<file path="src/rtl/cache_controller_pkg.sv">
// -----------------------------------------------------------------------------
// arm_cache_pkg
// Shared types and constants for the ARM memory-stage cache controller:
//   - controller FSM state enum
//   - cache address width and tag/index/word-select bit positions
//   - cache line width and a helper that selects one word of a line
// -----------------------------------------------------------------------------
package arm_cache_pkg;

   typedef enum logic [1:0] {
      IDLE,
      R_MISS,
      W_PEEK,
      W_SRAM
   } cc_state_e;

   localparam int unsigned CACHE_ADDR_W = 19;
   localparam int unsigned TAG_MSB      = 18;
   localparam int unsigned TAG_LSB      = 9;
   localparam int unsigned INDEX_MSB    = 8;
   localparam int unsigned INDEX_LSB    = 3;
   localparam int unsigned WORD_BIT     = 2;
   localparam int unsigned LINE_W       = 64;

   // Word 0 lives in [31:0], word 1 in [63:32].
   function automatic logic [31:0] line_word(input logic [LINE_W-1:0] line,
                                             input logic              sel);
      return sel ? line[63:32] : line[31:0];
   endfunction

endpackage

</file>
<file path="src/rtl/cache_controller_if.sv">
// -----------------------------------------------------------------------------
// cache_controller_if
// SRAM-controller bus between the cache controller (master) and the SRAM
// controller (slave).
//   sram_address  master->slave  byte address (offset-removed)
//   sram_wdata    master->slave  store data
//   sram_r_en     master->slave  64-bit line read request
//   sram_w_en     master->slave  32-bit word write request
//   sram_rdata    slave->master  line, [31:0] = word 0, [63:32] = word 1
//   sram_ready    slave->master  single-cycle completion pulse
// -----------------------------------------------------------------------------
interface cache_controller_if #(
   parameter int unsigned SRAM_ADDR_W = 32
);
   import arm_cache_pkg::*;

   logic [SRAM_ADDR_W-1:0] sram_address;
   logic [31:0]            sram_wdata;
   logic                   sram_r_en;
   logic                   sram_w_en;
   logic [LINE_W-1:0]      sram_rdata;
   logic                   sram_ready;

   modport master (
      output sram_address, sram_wdata, sram_r_en, sram_w_en,
      input  sram_rdata, sram_ready
   );

   modport slave (
      input  sram_address, sram_wdata, sram_r_en, sram_w_en,
      output sram_rdata, sram_ready
   );

endinterface

</file>
<file path="src/rtl/cache_controller_stats.sv">
// -----------------------------------------------------------------------------
// cache_stats_counter
// Saturating event counter used for the optional read hit/miss statistics.
//   clk      system clock
//   rst      synchronous active-high clear
//   inc_i    count one event this cycle
//   count_o  current count, sticks at all-ones
// -----------------------------------------------------------------------------
module cache_stats_counter #(
   parameter int unsigned WIDTH = 32
) (
   input  logic             clk,
   input  logic             rst,
   input  logic             inc_i,
   output logic [WIDTH-1:0] count_o
);

   logic [WIDTH-1:0] count_q, count_d;

   always_comb begin
      count_d = count_q;
      if (inc_i && (count_q != '1)) count_d = count_q + WIDTH'(1);
   end

   always_ff @(posedge clk) begin
      if (rst) count_q <= '0;
      else     count_q <= count_d;
   end

   assign count_o = count_q;

endmodule

</file>
<file path="src/rtl/cache_controller.sv">
// -----------------------------------------------------------------------------
// cache_controller
// Sequences a 2-way, 64-set, 2-word-line cache between the ARM memory stage
// and the SRAM controller. Read hits complete in the request cycle, read
// misses fill a full line from SRAM, writes are write-through/no-allocate
// with an in-place refresh of the line on a write hit.
//
// Ports
//   clk, rst                 clock, synchronous active-high reset
//   mem_r_en, mem_w_en       memory-stage load/store request (held until ready)
//   address, wdata           request byte address and store data
//   rdata, ready             load data, request complete (freeze = ~ready)
//   cache_address            address presented to the cache
//   cache_en_read            cache read strobe (LRU update)
//   cache_en_write           cache write strobe
//   cache_update_data        1 = refresh existing line, 0 = fill by LRU
//   cache_in_data1/2         line words 0/1 for a cache write
//   cache_hit, cache_out_data  combinational cache lookup result
//   sram                     SRAM bus (cache_controller_if.master)
//   hit_count, miss_count    completed-read statistics (CACHE_STATS_EN only)
//
// Build option: define CACHE_STATS_EN to add the saturating hit/miss counters.
// -----------------------------------------------------------------------------
module cache_controller
   import arm_cache_pkg::*;
#(
   parameter logic [31:0] BASE_ADDR   = 32'd1024,
   parameter int unsigned SRAM_ADDR_W = 32
) (
   input  logic                    clk,
   input  logic                    rst,
   input  logic                    mem_r_en,
   input  logic                    mem_w_en,
   input  logic [31:0]             address,
   input  logic [31:0]             wdata,
   output logic [31:0]             rdata,
   output logic                    ready,
   output logic [CACHE_ADDR_W-1:0] cache_address,
   output logic                    cache_en_read,
   output logic                    cache_en_write,
   output logic                    cache_update_data,
   output logic [31:0]             cache_in_data1,
   output logic [31:0]             cache_in_data2,
   input  logic                    cache_hit,
   input  logic [31:0]             cache_out_data,
   cache_controller_if.master      sram
`ifdef CACHE_STATS_EN
   ,
   output logic [31:0]             hit_count,
   output logic [31:0]             miss_count
`endif
);

   cc_state_e state_q, state_d;
   logic        sib_hit_q, sib_hit_d;
   logic [31:0] sib_data_q, sib_data_d;

   logic [31:0] a;
   logic [31:0] line_a;
   logic        word_sel;

   logic [SRAM_ADDR_W-1:0] sram_addr_d;
   logic                   sram_r_en_d;
   logic                   sram_w_en_d;

   assign a        = address - BASE_ADDR;
   assign line_a   = {a[31:3], 3'b000};
   assign word_sel = a[WORD_BIT];

   // W_PEEK looks up the other word of the same line so a write hit can
   // rebuild the full line without a second SRAM access.
   assign cache_address = {a[TAG_MSB:TAG_LSB], a[INDEX_MSB:INDEX_LSB],
                           word_sel ^ (state_q == W_PEEK), a[1:0]};

   always_comb begin
      state_d           = state_q;
      sib_hit_d         = sib_hit_q;
      sib_data_d        = sib_data_q;
      ready             = 1'b1;
      rdata             = '0;
      cache_en_read     = 1'b0;
      cache_en_write    = 1'b0;
      cache_update_data = 1'b0;
      cache_in_data1    = '0;
      cache_in_data2    = '0;
      sram_r_en_d       = 1'b0;
      sram_w_en_d       = 1'b0;
      sram_addr_d       = SRAM_ADDR_W'(a);

      unique case (state_q)
         IDLE: begin
            if (mem_w_en) begin
               ready   = 1'b0;
               state_d = W_PEEK;
            end else if (mem_r_en) begin
               if (cache_hit) begin
                  cache_en_read = 1'b1;
                  rdata         = cache_out_data;
               end else begin
                  ready   = 1'b0;
                  state_d = R_MISS;
               end
            end
         end

         R_MISS: begin
            sram_r_en_d = 1'b1;
            sram_addr_d = SRAM_ADDR_W'(line_a);
            ready       = 1'b0;
            if (sram.sram_ready) begin
               cache_en_write = 1'b1;
               cache_in_data1 = sram.sram_rdata[31:0];
               cache_in_data2 = sram.sram_rdata[63:32];
               rdata          = line_word(sram.sram_rdata, word_sel);
               ready          = 1'b1;
               state_d        = IDLE;
            end
         end

         W_PEEK: begin
            ready      = 1'b0;
            sib_hit_d  = cache_hit;
            sib_data_d = cache_out_data;
            state_d    = W_SRAM;
         end

         W_SRAM: begin
            sram_w_en_d = 1'b1;
            ready       = 1'b0;
            if (sram.sram_ready) begin
               if (sib_hit_q) begin
                  cache_en_write    = 1'b1;
                  cache_update_data = 1'b1;
                  cache_in_data1    = word_sel ? sib_data_q : wdata;
                  cache_in_data2    = word_sel ? wdata : sib_data_q;
               end
               ready   = 1'b1;
               state_d = IDLE;
            end
         end

         default: state_d = IDLE;
      endcase
   end

   always_ff @(posedge clk) begin
      if (rst) begin
         state_q    <= IDLE;
         sib_hit_q  <= 1'b0;
         sib_data_q <= '0;
      end else begin
         state_q    <= state_d;
         sib_hit_q  <= sib_hit_d;
         sib_data_q <= sib_data_d;
      end
   end

   assign sram.sram_address = sram_addr_d;
   assign sram.sram_wdata   = wdata;
   assign sram.sram_r_en    = sram_r_en_d;
   assign sram.sram_w_en    = sram_w_en_d;

`ifdef CACHE_STATS_EN
   logic hit_evt, miss_evt;

   assign hit_evt  = (state_q == IDLE) && !mem_w_en && mem_r_en && cache_hit;
   assign miss_evt = (state_q == R_MISS) && sram.sram_ready;

   cache_stats_counter #(.WIDTH(32)) u_hit_cnt (
      .clk     (clk),
      .rst     (rst),
      .inc_i   (hit_evt),
      .count_o (hit_count)
   );

   cache_stats_counter #(.WIDTH(32)) u_miss_cnt (
      .clk     (clk),
      .rst     (rst),
      .inc_i   (miss_evt),
      .count_o (miss_count)
   );
`endif

endmodule
</file>
<file path="src/flat_wrapper.sv">
// flat-port wrapper written by rule: the top's interface ports become plain ports
module cache_controller_flat import arm_cache_pkg::*;
#(
   parameter logic [31:0] BASE_ADDR   = 32'd1024,
   parameter int unsigned SRAM_ADDR_W = 32
)
  (clk, rst, mem_r_en, mem_w_en, address, wdata, rdata, ready, cache_address, cache_en_read, cache_en_write, cache_update_data, cache_in_data1, cache_in_data2, cache_hit, cache_out_data, sram_sram_address, sram_sram_wdata, sram_sram_r_en, sram_sram_w_en, sram_sram_rdata, sram_sram_ready);
  cache_controller_if #(.SRAM_ADDR_W(SRAM_ADDR_W)) sram_i ();
  input  logic clk;
  input  logic rst;
  input  logic mem_r_en;
  input  logic mem_w_en;
  input  logic [31:0] address;
  input  logic [31:0] wdata;
  output logic [31:0] rdata;
  output logic ready;
  output logic [CACHE_ADDR_W-1:0] cache_address;
  output logic cache_en_read;
  output logic cache_en_write;
  output logic cache_update_data;
  output logic [31:0] cache_in_data1;
  output logic [31:0] cache_in_data2;
  input  logic cache_hit;
  input  logic [31:0] cache_out_data;
  output wire logic [$bits(sram_i.sram_address)-1:0] sram_sram_address;
  output wire logic [$bits(sram_i.sram_wdata)-1:0] sram_sram_wdata;
  output wire logic [$bits(sram_i.sram_r_en)-1:0] sram_sram_r_en;
  output wire logic [$bits(sram_i.sram_w_en)-1:0] sram_sram_w_en;
  input wire logic [$bits(sram_i.sram_rdata)-1:0] sram_sram_rdata;
  input wire logic [$bits(sram_i.sram_ready)-1:0] sram_sram_ready;
  assign sram_sram_address = sram_i.sram_address;
  assign sram_sram_wdata = sram_i.sram_wdata;
  assign sram_sram_r_en = sram_i.sram_r_en;
  assign sram_sram_w_en = sram_i.sram_w_en;
  assign sram_i.sram_rdata = sram_sram_rdata;
  assign sram_i.sram_ready = sram_sram_ready;
  cache_controller #(.BASE_ADDR(BASE_ADDR), .SRAM_ADDR_W(SRAM_ADDR_W)) u_core (.clk(clk), .rst(rst), .mem_r_en(mem_r_en), .mem_w_en(mem_w_en), .address(address), .wdata(wdata), .rdata(rdata), .ready(ready), .cache_address(cache_address), .cache_en_read(cache_en_read), .cache_en_write(cache_en_write), .cache_update_data(cache_update_data), .cache_in_data1(cache_in_data1), .cache_in_data2(cache_in_data2), .cache_hit(cache_hit), .cache_out_data(cache_out_data), .sram(sram_i));
endmodule
</file>
<file path="config.mk">
export PLATFORM = sky130hd
export DESIGN_NAME = cache_controller_flat
export DESIGN_NICKNAME = d
export VERILOG_FILES = /design/src/rtl/cache_controller_pkg.sv /design/src/rtl/cache_controller_if.sv /design/src/rtl/cache_controller_stats.sv /design/src/rtl/cache_controller.sv /design/src/flat_wrapper.sv
export SDC_FILE = /design/constraint.sdc
export NUM_CORES = 1
export LEC_CHECK = 0
export BUFFER_PORTS_ARGS = -buffer_cell sky130_fd_sc_hd__buf_2
export CAP_MARGIN = 30
export CORE_AREA = 2 2 136 138
export DETAILED_ROUTE_END_ITERATION = 8
export DIE_AREA = 0 0 138 140
export GPL_TIMING_DRIVEN = 0
export PLACE_DENSITY = 0.53
export RECOVER_POWER = 100
export SYNTH_ARGS = -nofsm -noshare
export SYNTH_HDL_FRONTEND = slang
export SYNTH_SLANG_ARGS = --single-unit
</file>
<file path="constraint.sdc">
create_clock -name clk -period 2.2 [get_ports clk]
set_input_delay 0.44 -clock clk [delete_from_list [all_inputs] [get_ports clk]]
set_output_delay 0.44 -clock clk [all_outputs]
set_load 0.005 [all_outputs]
</file>
After elaboration in Yosys (flattened, before gate mapping)
Cells that the tools add are included. W data, S select, Z words.

Output and inout port bits: 185. Bits in latches: 0. RAM bits: 0. Memories: 0. ROM bits: 0. Bits in registers: 35. Word-level logic and storage cells: 50. Input port bits: 166.

Eq/ne operators: 6. Order comparisons: 0. Mux-type cells: 36. Shift-type cells: 0. Bitwise gates (word level): 1. Reduce and logical (&&, ||, !) cells: 3. Add/sub/neg operators: 1. Div/mod/pow operators: 0. $mul: 0.

Operator list (count): $mux W32 (13); $pmux W32 S2 (3); $sub A32 B11 Y32 const B (1); $mux W1 (12); $mux W2 (4); $ne A3 B3 Y1 const B (2); $pmux W2 S3 (1); $eq A2 B2 Y1 const B (2); $mux W3 (1); $pmux W1 S3 (1); $reduce_and A3 Y1 (1); $eq A2 B1 Y1 const B (1); $logic_not A2 Y1 (1); $ne A2 B1 Y1 const B (1); $pmux W1 S2 (1); $reduce_or A2 Y1 (1); $xor A1 B1 Y1 (1).

Longest topological paths before layout
Word-level depth: 5. Mapped depth: 7. Depth with buffers taken out: 6.

Worst setup path before layout
Ideal clock, no wire load.

Path kind: input -> output. Start point: input address[10]. End point: output sram_sram_address[26]. Path buffers: 0. Arrival time: 1.638 ns. Path slack: 0.122 ns. Stages: 6. Data required time: 1.760 ns. Path through: inv_1 -> ha_1 -> nor4b_1 -> nand4_1 -> nor3_1 -> xor2_1.

Word-level cells in the longest chain between the ends: 1.

RTL lines: from (decl) (RTL line flat_wrapper.sv:13) `input logic [31:0] address;`; $sub A32 B11 Y32 (RTL line cache_controller.sv:66) `assign a = address - BASE_ADDR;`; to (decl) (RTL line flat_wrapper.sv:25) `output wire logic [$bits(sram_i.sram_address)-1:0] sram_sram_address;`.

Every way passes these cells.

Final worst setup path
Start point: input address[24]. End point: output sram_sram_address[31].

Same word-level chain as after synthesis.

==> run metrics <==
placed cells 1,178; Post-Layout Cell Count 1,198; Root Buffer clkbuf_16; cells after synthesis 606; drt total wl 21,500 µm; mux cell area share after synthesis 0.235; clock period minus worst slack 2.25 ns; vias in the first global route 5,367; Die Span X 138 µm; total power 0.00255 W; layout cells sized above 1 0.459; wire per inst 18.0 µm; critical path depth 6; area grow syn2layout 62.4%; GPL Wtd Cong 0.821; unrepaired setup endpoints after global routing true; Tot GR Track Use 0.209; WP data required 1.76 ns; Top Ports 351; Initial Util 0.230; failing checks negative setup slack; Core ar. 17,800 µm²; peak supply drop 0.000280 V; CTS Buf Count 5; final setup violation count 4; post-synth cell types 31; critical path capture point type output port; ANT nets after route 0; # rows 49; Worst-Margin Slew 0.694 ns; Die Ht 140 µm; largest net degree at the start of global routing 13; final setup margin -0.0515 ns; syn nets 773; post-synthesis sequential area ratio 0.171; max-cap violations 0; I/O Buffers 341; maximum fanout along the worst path 4; R2R cell count 5; 1st-iter DRT viols 271; Post-Synth Simple-Gate Area 0.233; first-pass GRT wire length 31,400 µm; full die area 19,300 µm²; worst hold path class input port to flip-flop; drt drc 0; placed inst area 6120 µm²; DRT Pass-1 Iters 6; Hold Buf Count CTS 0; vias per cell 4.64; n_diodes 0; LEAKAGE 3.43 nW; run status complete, but fails checks; clock sinks 35; Clock Latency Late Sink 0.28 ns; CP top delay family simple AND/OR/NAND/NOR gates; post-route cell area 6650 µm²; fmax 444 MHz; Worst Setup Start Kind input port; Hold Vio Cnt, Final 0; syn_area_per_cell 6.76 µm²; Clk pin slew, worst setup/hold paths 0.07 ns; most used cell, CP buf_2; Yosys reg bits 35; cell at the slowest stage of the critical path or4_4; hold path cells 2; antenna violations before repair 1; Bufs on Longest Clock Path 2; CP Class input port to output port; Hold Worst Slack 0.374 ns; Power Density 383 nW/µm²; Synth Area in Adders 0.00306; H-tree levels 2; Slew HR 0.537; Detailed Place HPWL 17,000 µm; CP Cell Sequence buf_2 > or3_4 > or4_4 > nor4_4 > xor2_1 > buf_2; Layout Skew 0.00613 ns; XOR/XNOR Fraction of Synth Area 0.0428; max-slew violations 0; CTS tree done; Post-Synthesis Cell Area 4090 µm²; via count 5,560; Critical Path AT 1.81 ns; Bufs and invs on worst path 2; CP peak stage delay 0.45 ns; crit share post-route 1.02; YS warnings 0; grt ovf 0; Compound-Gate Fraction of Synth Area 0.163; largest family of logic cells by synthesized area multiplexers; nets@finish 1,135
==> kinds of logic after synthesis <==
family                     after synthesis
muxes                                   96
buffers and inverters                  106
xor gates and xnor gates                20
adders and majority gates                1
AOI/OAI and AO/OA                      132
and+or+nand+nor                        216
DFF                                     35
==> power breakdown <==
| group | leakage, nW | switching [W] | internal (W) | total [W] |
|---|---|---|---|---|
| Clock | 0.0731 | 0.000311 | 0.000454 | 0.000764 |
| Combinational | 3.07 | 0.000551 | 0.000516 | 0.00107 |
| Sequential | 0.287 | 0.0000378 | 0.000677 | 0.000715 |
==> per-stage QoR <==
step                worst slack [ns]  setup TNS (ns)  utilization
global route                  -0.107           -4.08        0.374
finish                       -0.0515         -0.0712        0.374
floorplan                      0.122               0            -
detailed placement            -0.513          -25.22        0.344
CTS                          -0.0544          -0.108        0.367
global placement              -0.477          -26.72        0.342
==> flip-flops by register name (all words and copies together), names as in the netlist <==
name               cells
u_core.sib_data_q     32
u_core.sib_hit_q       1
u_core.state_q         2
==> layout make-up <==
cell class                 count  area (µm²)
clock buffer                   6         139
clock inverter                 2        16.3
timing repair buffer         357        1840
tap                          229         287
sequential                    35         704
fill                        1984       11100
inverter                       5        23.8
buffer                        99         758
multi-input combinational    465        2880
==> synthesized netlist by cell type (all sizes together) <==
master  number  area [µm²]
nand2      173         649
mux2i       96         961
o21ai       96         480
buf         68         479
dfxtp       35         701
a21oi       34         170
clkbuf      33         124
xor2        13         114
nor3        11        66.3
nor2         8        30.0
xnor2        7        61.3
and2         6        37.5
inv          5        18.8
nand4        3        33.8
nor2b        3        18.8
nor4         3        46.3
nand2b       2        12.5
nor4b        2        17.5
or3          2        17.5
a211oi       1        7.51
and4b        1        10.0
ha           1        12.5
nand3        1        5.00
o41ai        1        8.76
or4          1        11.3
==> placed cells by master, fill, tap and decap left out, drive strengths merged, types with 5 or more instances in the layout <==
cell type / count
a21oi: 34
and2: 6
buf: 378
clkbuf: 84
dfxtp: 35
inv: 5
mux2i: 96
nand2: 173
nor2: 8
nor3: 11
o21ai: 96
xnor2: 7
xor2: 13
==> timing repair <==
item | 4_1_cts | 5_1_grt
setup buffers | 6 | 6
gates resized for setup | 80 | 41
pin swaps | 5 | 8
setup endpoints to repair | 104 | 91
gates cloned | 1 | 1
==> worst reg2reg max path, cell delays in order, from the launching register on <==
cell and delay (ns):
dfxtp_1 0.45, nor2b_1 0.16, clkbuf_1 0.29, clkbuf_1 0.54, nand2_1 0.11, a21oi_1 0.14
==> per-layer routing <==
layer | wire length, µm | vias up | track usage
li1 | - | 2731 | -
met1 | 9150 | 2527 | 0.261
met2 | 10700 | 279 | 0.378
met3 | 1320 | 21 | 0.0342
met4 | 365 | 2 | 0.0462
met5 | 7 | - | 0
==> path summary, 6_finish.rpt <==
check / startpoint / endpoint / slack, ns
max reg2reg: u_core.state_q[1] / u_core.sib_data_q[0] / 0.43
min reg2reg: u_core.sib_data_q[24] / u_core.sib_data_q[24] / 0.47
max: address[24] / sram_sram_address[31] / -0.05
min: mem_w_en / u_core.state_q[0] / 0.37
Note: power is estimated with default switching activity, not from simulation.
